**src/rtl/kgp_alu_pkg.sv**
```systemverilog
`default_nettype none
// ============================================================================
//  Module      : kgp_alu_pkg
//  Description : Shared definitions for the KGP-RISC execution units:
//                operation encodings of the iterative shift/multiply unit,
//                its controller state encoding and the datapath word width.
//  Revision    : 1.0  initial release
// ============================================================================
package kgp_alu_pkg;

    // Native datapath word width of the core.
    localparam int KGP_WORD_W = 32;

    // Operation encodings presented on the 'op' port.
    localparam logic [1:0] OP_SLL = 2'b00;
    localparam logic [1:0] OP_SRL = 2'b01;
    localparam logic [1:0] OP_SRA = 2'b10;
    localparam logic [1:0] OP_MUL = 2'b11;

    // Controller states of the iterative unit.
    typedef enum logic [1:0] {
        IDLE = 2'd0,
        RUN  = 2'd1,
        DONE = 2'd2
    } shift_state_t;

endpackage : kgp_alu_pkg
`default_nettype wire

```
**src/rtl/shift_step.sv**
```systemverilog
`default_nettype none
// ============================================================================
//  Module      : shift_step
//  Description : Purely combinational one-bit shifter. Produces the next
//                accumulator value for one iteration of SLL, SRL or SRA.
//                Any other encoding falls back to a left shift; the caller
//                never consumes the step output for such operations.
//  Ports       : i_opq  [1:0]        operation captured at acceptance
//                i_acc  [WIDTH-1:0]  current accumulator value
//                o_nxt  [WIDTH-1:0]  accumulator after one shift step
//  Revision    : 1.0  initial release
// ============================================================================
module shift_step
    import kgp_alu_pkg::*;
#(
    parameter int WIDTH = KGP_WORD_W
) (
    input  logic [1:0]       i_opq,
    input  logic [WIDTH-1:0] i_acc,
    output logic [WIDTH-1:0] o_nxt
);

    always_comb begin
        o_nxt = {i_acc[WIDTH-2:0], 1'b0};
        case (i_opq)
            OP_SRL:  o_nxt = {1'b0, i_acc[WIDTH-1:1]};
            // Arithmetic right shift replicates the sign bit.
            OP_SRA:  o_nxt = {i_acc[WIDTH-1], i_acc[WIDTH-1:1]};
            default: ;
        endcase
    end

endmodule : shift_step
`default_nettype wire

```
**src/rtl/iter_shift_unit.sv**
```systemverilog
`default_nettype none
// ============================================================================
//  Module      : iter_shift_unit
//  Description : Multi-cycle shift / multiply execution unit. Shifts the
//                accumulator one bit position per clock under a
//                start/busy/done handshake, so the single-cycle ALU needs no
//                barrel shifter. Optional 32-iteration shift-add unsigned
//                multiply (low 32 product bits).
//  Config      : KGP_ITER_MUL_EN  defined  -> op 11 is an unsigned multiply
//                                 undefined-> op 11 behaves as SLL by 0
//  Ports       : clk    in   sole clock, rising edge
//                rst    in   synchronous active-high reset
//                start  in   request, ignored while busy
//                op     in   [1:0] 00 SLL, 01 SRL, 10 SRA, 11 MUL
//                a      in   [WIDTH-1:0] value to shift / multiplicand
//                b      in   [WIDTH-1:0] b[4:0] shift amount / multiplier
//                busy   out  high while iterating
//                done   out  one-cycle pulse when result is updated
//                result out  [WIDTH-1:0] last completed result (held)
//  Revision    : 1.0  initial release
// ============================================================================
module iter_shift_unit
    import kgp_alu_pkg::*;
#(
    parameter int WIDTH = KGP_WORD_W,
    parameter int CNT_W = 6
) (
    input  logic             clk,
    input  logic             rst,
    input  logic             start,
    input  logic [1:0]       op,
    input  logic [WIDTH-1:0] a,
    input  logic [WIDTH-1:0] b,
    output logic             busy,
    output logic             done,
    output logic [WIDTH-1:0] result
);

    // Shift amount field width inside 'b'.
    localparam int c_SHAMT_W = $clog2(WIDTH);

    // Controller encoding, taken from the shared state type.
    localparam logic [1:0] c_ST_IDLE = IDLE;
    localparam logic [1:0] c_ST_RUN  = RUN;
    localparam logic [1:0] c_ST_DONE = DONE;

    // ------------------------------------------------------------------
    // State
    // ------------------------------------------------------------------
    logic [1:0]       r_state;
    logic [WIDTH-1:0] r_acc;
    logic [CNT_W-1:0] r_cnt;
    logic [1:0]       r_opq;
    logic [WIDTH-1:0] r_result;

    logic [WIDTH-1:0] w_step;
    logic             w_accept;
    logic [CNT_W-1:0] w_shamt;

`ifdef KGP_ITER_MUL_EN
    logic [WIDTH-1:0] r_mcand;
    logic [WIDTH-1:0] r_mplier;
    logic [WIDTH-1:0] w_sum;
`else
    // Upper multiplier bits have no consumer when multiply is absent.
    logic             w_unused_b;
    assign w_unused_b = ^b[WIDTH-1:c_SHAMT_W];
`endif

    // A request is taken whenever the unit is not iterating; this lets a
    // new operation start in the DONE cycle with no idle gap.
    assign w_accept = start && (r_state != c_ST_RUN);
    assign w_shamt  = CNT_W'(b[c_SHAMT_W-1:0]);

    // ------------------------------------------------------------------
    // One-bit shift datapath
    // ------------------------------------------------------------------
    shift_step #(
        .WIDTH (WIDTH)
    ) u_shift_step (
        .i_opq (r_opq),
        .i_acc (r_acc),
        .o_nxt (w_step)
    );

`ifdef KGP_ITER_MUL_EN
    // Partial-product accumulation, modulo 2^WIDTH.
    assign w_sum = r_acc + r_mcand;
`endif

    // ------------------------------------------------------------------
    // Controller and datapath registers
    // ------------------------------------------------------------------
    always_ff @(posedge clk) begin
        if (rst) begin
            r_state  <= c_ST_IDLE;
            r_acc    <= '0;
            r_cnt    <= '0;
            r_opq    <= OP_SLL;
            r_result <= '0;
`ifdef KGP_ITER_MUL_EN
            r_mcand  <= '0;
            r_mplier <= '0;
`endif
        end else begin
            case (r_state)
                c_ST_RUN: begin
                    if (r_cnt == '0) begin
                        r_result <= r_acc;
                        r_state  <= c_ST_DONE;
                    end else begin
                        r_cnt <= r_cnt - 1'b1;
`ifdef KGP_ITER_MUL_EN
                        if (r_opq == OP_MUL) begin
                            if (r_mplier[0]) begin
                                r_acc <= w_sum;
                            end
                            r_mcand  <= {r_mcand[WIDTH-2:0], 1'b0};
                            r_mplier <= {1'b0, r_mplier[WIDTH-1:1]};
                        end else begin
                            r_acc <= w_step;
                        end
`else
                        r_acc <= w_step;
`endif
                    end
                end

                // IDLE and DONE both accept a new request.
                default: begin
                    if (w_accept) begin
                        r_state <= c_ST_RUN;
                        r_opq   <= op;
                        r_acc   <= a;
                        r_cnt   <= w_shamt;
`ifdef KGP_ITER_MUL_EN
                        if (op == OP_MUL) begin
                            r_acc    <= '0;
                            r_mcand  <= a;
                            r_mplier <= b;
                            r_cnt    <= CNT_W'(WIDTH);
                        end
`else
                        // Without multiply hardware op 11 is a shift by 0,
                        // so the operand passes straight through.
                        if (op == OP_MUL) begin
                            r_cnt <= '0;
                        end
`endif
                    end else begin
                        r_state <= c_ST_IDLE;
                    end
                end
            endcase
        end
    end

    // ------------------------------------------------------------------
    // Outputs: busy and done decode mutually exclusive states.
    // ------------------------------------------------------------------
    assign busy   = (r_state == c_ST_RUN);
    assign done   = (r_state == c_ST_DONE);
    assign result = r_result;

endmodule : iter_shift_unit
`default_nettype wire

```
**config.mk**
```make
export PLATFORM = sky130hd
export DESIGN_NAME = iter_shift_unit
export DESIGN_NICKNAME = d
export VERILOG_FILES = /design/src/rtl/kgp_alu_pkg.sv /design/src/rtl/shift_step.sv /design/src/rtl/iter_shift_unit.sv
export SDC_FILE = /design/constraint.sdc
export NUM_CORES = 1
export LEC_CHECK = 0
export CAP_MARGIN = 40
export CORE_UTILIZATION = 40
export CTS_BUF_LIST = sky130_fd_sc_hd__clkbuf_4
export DETAILED_ROUTE_END_ITERATION = 8
export GPL_TIMING_DRIVEN = 0
export PLACE_DENSITY = 0.71
export SKIP_LAST_GASP = 1
export SLEW_MARGIN = 5
export SYNTH_ARGS = -nofsm -noshare
export SYNTH_HDL_FRONTEND = slang
export SYNTH_SLANG_ARGS = --single-unit
```
**constraint.sdc**
```tcl
create_clock -name clk -period 5.15 [get_ports clk]
set_input_delay 0.515 -clock clk [delete_from_list [all_inputs] [get_ports clk]]
set_output_delay 0.515 -clock clk [all_outputs]
set_load 0.01 [all_outputs]
```
# Word-level counts from Yosys, hierarchy flattened
# Index checks and enable logic that the tools add are counted.
word_totals:
  ff_bits: 74
  latch_bits: 0
  ram_bits: 0
  romBits: 0
  input_bits: 69
  output_inout_bits: 34
  n_memories: 0
classes:
  add_sub_neg: 1
  mul: 0
  n_div: 0
  order_cmp: 0
  eq_ne: 9
  shift: 0
  mux: 11
  bitwise: 1
  reduce_logical: 7
ops:
  columns: ["cell", "n"]
  rows:
  - ["$mux W32", 3]
  - ["$pmux W32 S2", 1]
  - ["$mux W6", 3]
  - ["$eq A2 B2 Y1 const B", 3]
  - ["$logic_not A6 Y1", 1]
  - ["$reduce_and A2 Y1", 3]
  - ["$sub A6 B1 Y6 const B", 1]
  - ["$mux W5", 1]
  - ["$eq A2 B1 Y1 const B", 2]
  - ["$mux W2", 2]
  - ["$ne A2 B1 Y1 const B", 2]
  - ["$ne A2 B2 Y1 const B", 2]
  - ["$reduce_and A3 Y1", 1]
  - ["$reduce_bool A2 Y1", 1]
  - ["$logic_and A1 B1 Y1", 1]
  - ["$mux W1", 1]
  - ["$not A1 Y1", 1]

# Depth between registers and ports, before layout
logic_depth:
  depth_word: 4
  ltp_mapped: 8
  ltp_nobuf: 6

# Modules after synthesis
# From an unflattened synthesis, not the netlist that was laid out.
unflattened:
  hier_cells: 492
  area_unflattened_um2: 3844.9
modules_own_cells:
  columns: ["mod", "n_inst", "cells_per_inst", "area_per_inst_um2", "seq_area_each_um2"]
  rows:
  - ["iter_shift_unit", 1, 380, 3253.1, 1481.4]
  - ["shift_step", 1, 112, 591.8, 0.0]

# Least setup slack after synthesis
# No wires, ideal clock.
synth_path:
  kind: "reg2reg"
  startpoint: "register r_opq[0]"
  endpoint: "register r_acc[19]"
  setup_ns: 0.117
  arrival_time_ns: 1.524
  required_ns: 5.033
  setup_slack_ns: 3.509
  path_stages_with_launch: 8
  n_path_buf: 1
  period_less_slack_ns: 1.641
  cell_sequence: "dfxtp_1 inv_1 ha_1 o21ba_2 clkbuf_1 a221oi_1 nor2_1 a22o_1"
synth_via:
  elab_chain_cells: 4
synth_rtl:
  columns: ["item", "line", "text"]
  rows:
  - ["start, declared", "iter_shift_unit.sv:53", "logic [1:0] r_opq;"]
  - ["start signal, assigned", "iter_shift_unit.sv:133", "r_opq <= op;"]
  - ["$eq A2 B2 Y1 or $eq A2 B1 Y1 (tied branches)", "shift_step.sv:25", "case (i_opq)"]
  - ["$pmux W32 S2 (*)", "shift_step.sv:25", null]
  - ["$mux W32 (*)", "iter_shift_unit.sv:108", "if (r_cnt == '0) begin"]
  - ["$mux W32 (*)", "iter_shift_unit.sv:106", "case (r_state)"]
  - ["end signal, assigned", "iter_shift_unit.sv:124", "r_acc <= w_step;"]
  - ["end, declared", "iter_shift_unit.sv:51", "logic [WIDTH-1:0] r_acc;"]
# Mark *: on every way between the ends. The rest lies on a longest branch, timed or not. The select of a mux whose other input is x is not followed.
# A chain may end at the register's enable or synchronous reset.

# Worst setup path in the final report
layout_path:
  startpoint: "register r_state[1]"
  endpoint: "output busy"
layout_via:
  elab_chain_cells: 1
layout_rtl:
  columns: ["item", "line", "text"]
  rows:
  - ["start, declared", "iter_shift_unit.sv:50", "logic [1:0] r_state;"]
  - ["start signal, assigned", "iter_shift_unit.sv:96", "r_state <= c_ST_IDLE;"]
  - ["start signal, assigned", "iter_shift_unit.sv:110", "r_state <= c_ST_DONE;"]
  - ["start signal, assigned", "iter_shift_unit.sv:132", "r_state <= c_ST_RUN;"]
  - ["$eq A2 B1 Y1", "iter_shift_unit.sv:161", "assign busy = (r_state == c_ST_RUN);"]
  - ["end, declared", "iter_shift_unit.sv:34", "output logic busy,"]
# No other way between the ends.

==> out/metrics.csv <==
metric;value;unit
status;finished, final reports clean;
ant diodes;0;
first-pass GRT wire length;14.2;mm
total die area;8550;um2
die height;92.5;um
hpwl dp;5.99;mm
slowest stage cell on the critical path;clkdlybuf4s50_1;
Area growth syn-to-layout;31.1;%
Setup WS post-layout;2570;ps
setup_tns;0;ps
1st-iter DRT viols;133;
relative slew slack;0.687;
Max Clk Rate;388;MHz
drt total wl;8.42;mm
cts hold-fix bufs;0;
Buf/Inv on CP;4;
final hold violation count;0;
Setup Viol. Count Final;0;
hold path startpoint;rst;
reg2reg setup slack;3180;ps
leak pwr;1.60;nW
CTS H-Tree Depth;3;
CP Capture Type;output port;
antenna violations before repair;0;
I/O Pins;103;
Max clock buf depth;2;
MaxCap Viol Count;0;
Synth Warn #;0;
vias in the first global route;2965;
Final Util;0.550;
clk_lat worst skew;420;ps
Seq/Total Area, Yosys;0.452;
largest delay contributor family on the critical path;buffers and inverters;
min Tclk post-route;2580;ps
Mapped Area;3270;um2
critical path class;reg -> out;
grt ovf;0;
final slew viol count;0;
CTS root buffer;clkbuf_4;
Starting Density;0.419;
CP Launch Type;flip-flop;
crit share post-route;0.500;
Worst EP arrival;2060;ps
pwr dens;341;nW/um2
critical path cell sequence;nand2b_1, buf_6, inv_2, buf_2, clkdlybuf4s50_1;
CTS resizes;0;
highest routing layer actually used;met4;
CP Data Required Time;4640;ps
worst slack, placed;2970;ps
Hold EP;r_acc[31];
RD Place Congestion;0.810;
RSZ-0062 raised after global routing;no;
worst reg2reg endpoint;r_acc[20];
clk slew on worst S/H paths;120;ps
Worst R2R Path Depth;7;
met3 routed WL;472;um
drt pass-1 iters;4;
vias after detailed routing;3120;
layout cell share with drive strength beyond 1;0.0852;
total track usage;0.211;
post-synthesis net count;465;
num rows;32;
reg2reg start;r_opq[0];
WL met1;3.96;mm
slowest stage delay, CP;580;ps
slew at the pin closest to its max-slew limit;469;ps
peak supply drop;0.130;mV
hold depth;2;
Crit. path cell count;5;
# Post-CTS Setup Buffers;0;
Synth cell types;38;
Final ANT Viol Nets;0;
core area;7810;um2
# DRC;0;
average cell area after synthesis;8.35;um2
I/O Buffers;74;
Final Net Count;550;
CTS tree;yes;
Die X;92.5;um
vias per cell;5.35;
Mapped Cells;392;
met2 wire len;3.86;mm
CTS buffer count;9;
maximum fanout along the worst path;10;
largest net degree at the start of global routing;13;
Setup Skew;14.5;ps
Worst Hold Class;in -> reg;
Clock Sinks;74;
WL/cell;14.4;um
Synth Register Bits;74;
## synth_stat cells (all sizes together)
master   n  area [um2]
buf     22         155
nor4b    1        15.0
a221oi  31         278
and2b    1        7.51
o21ba    1        10.0
a211oi   3        22.5
dfxtp   74        1480
a311oi   1        8.76
nand4    1        6.26
xor2     1        8.76
a22o    30         263
nor2b    1        6.26
nor3     1        10.0
mux2i    1        10.0
a32o     1        10.0
a21o     1        7.51
a22oi    2        20.0
nor2    69         267
o21ai    1        5.00
nand2b   2        12.5
nand2   74         278
and2     1        6.26
or3      1        6.26
nand3    4        20.0
and4bb   1        12.5
a21oi   41         205
clkbuf  11        41.3
ha       4        50.1
inv      7        26.3
a32oi    2        17.5
nor3b    1        7.51
## metal layers
metal,up-vias,global-route usage
li1,1558,-
met1,1453,0.279
met2,98,0.333
met3,11,0.0493
met4,0,0.0755
met5,-,0
## registers in the layout (all words and copies together) (netlist names)
| signal | flops |
|---|---|
| r_opq | 2 |
| result | 32 |
| r_acc | 32 |
| r_cnt | 6 |
| r_state | 2 |
## stage by stage
step | total power [mW] | instances | cell area [um2] | hold WS [ps]
after floorplan | 0.948 | 392 | 3270 | 444
after global placement | 1.07 | 568 | 4140 | 443
after detailed placement | 1.08 | 568 | 4140 | 448
after CTS | 1.47 | 583 | 4290 | 356
after global routing | 1.55 | 583 | 4290 | 349
final | 1.46 | 583 | 4290 | 371
## power by group
group	switching, mW	internal [mW]	total, mW
clock network	0.201	0.191	0.392
logic	0.196	0.176	0.373
registers	0.0622	0.635	0.698
total	0.460	1.00	1.46
## cells by family (layout without fill, tap and decap cells)
family,Yosys count,after routing,synth area share
xor+xnor,1,1,0.00268
compound gates,114,114,0.259
simple gates,158,158,0.200
buf+inv,40,129,0.0680
flops,74,74,0.452
mux,1,1,0.00306
fa+ha+maj,4,4,0.0153
## cell usage in the layout (no fill, tap or decap), types with 6 or more instances in the layout
| cell | Yosys | routed |
|---|---|---|
| buf_6 | 7 | 7 |
| dfxtp_1 | 74 | 74 |
| nor2_1 | 68 | 68 |
| inv_1 | 6 | 6 |
| clkdlybuf4s50_1 | 0 | 74 |
| clkbuf_1 | 11 | 11 |
| buf_2 | 13 | 13 |
| nand2_1 | 74 | 74 |
| a221oi_1 | 30 | 30 |
| a21oi_1 | 41 | 41 |
| clkbuf_4 | 0 | 9 |
| a22o_1 | 30 | 30 |
## worst max path at each step
| stage | from | endpoint | slack (ps) |
|---|---|---|---|
| after floorplan | r_opq[0] | r_acc[19] | 3510 |
| after global placement | r_state[1] | busy | 3020 |
| after detailed placement | start | r_acc[20] | 2970 |
| after CTS | r_state[1] | busy | 2540 |
| after global routing | r_state[1] | busy | 2450 |
| final | r_state[1] | busy | 2570 |
## area by class of cell
class,count,area (um2)
well taps,102,128
multi-input cells,278,1570
clock inverters,6,82.6
inverters,7,26.3
fillers,784,3510
plain buffers,33,196
clock buffers,9,67.6
flip-flops and latches,74,1480
repair buffers,74,741
(Power assumes the default switching activity.)
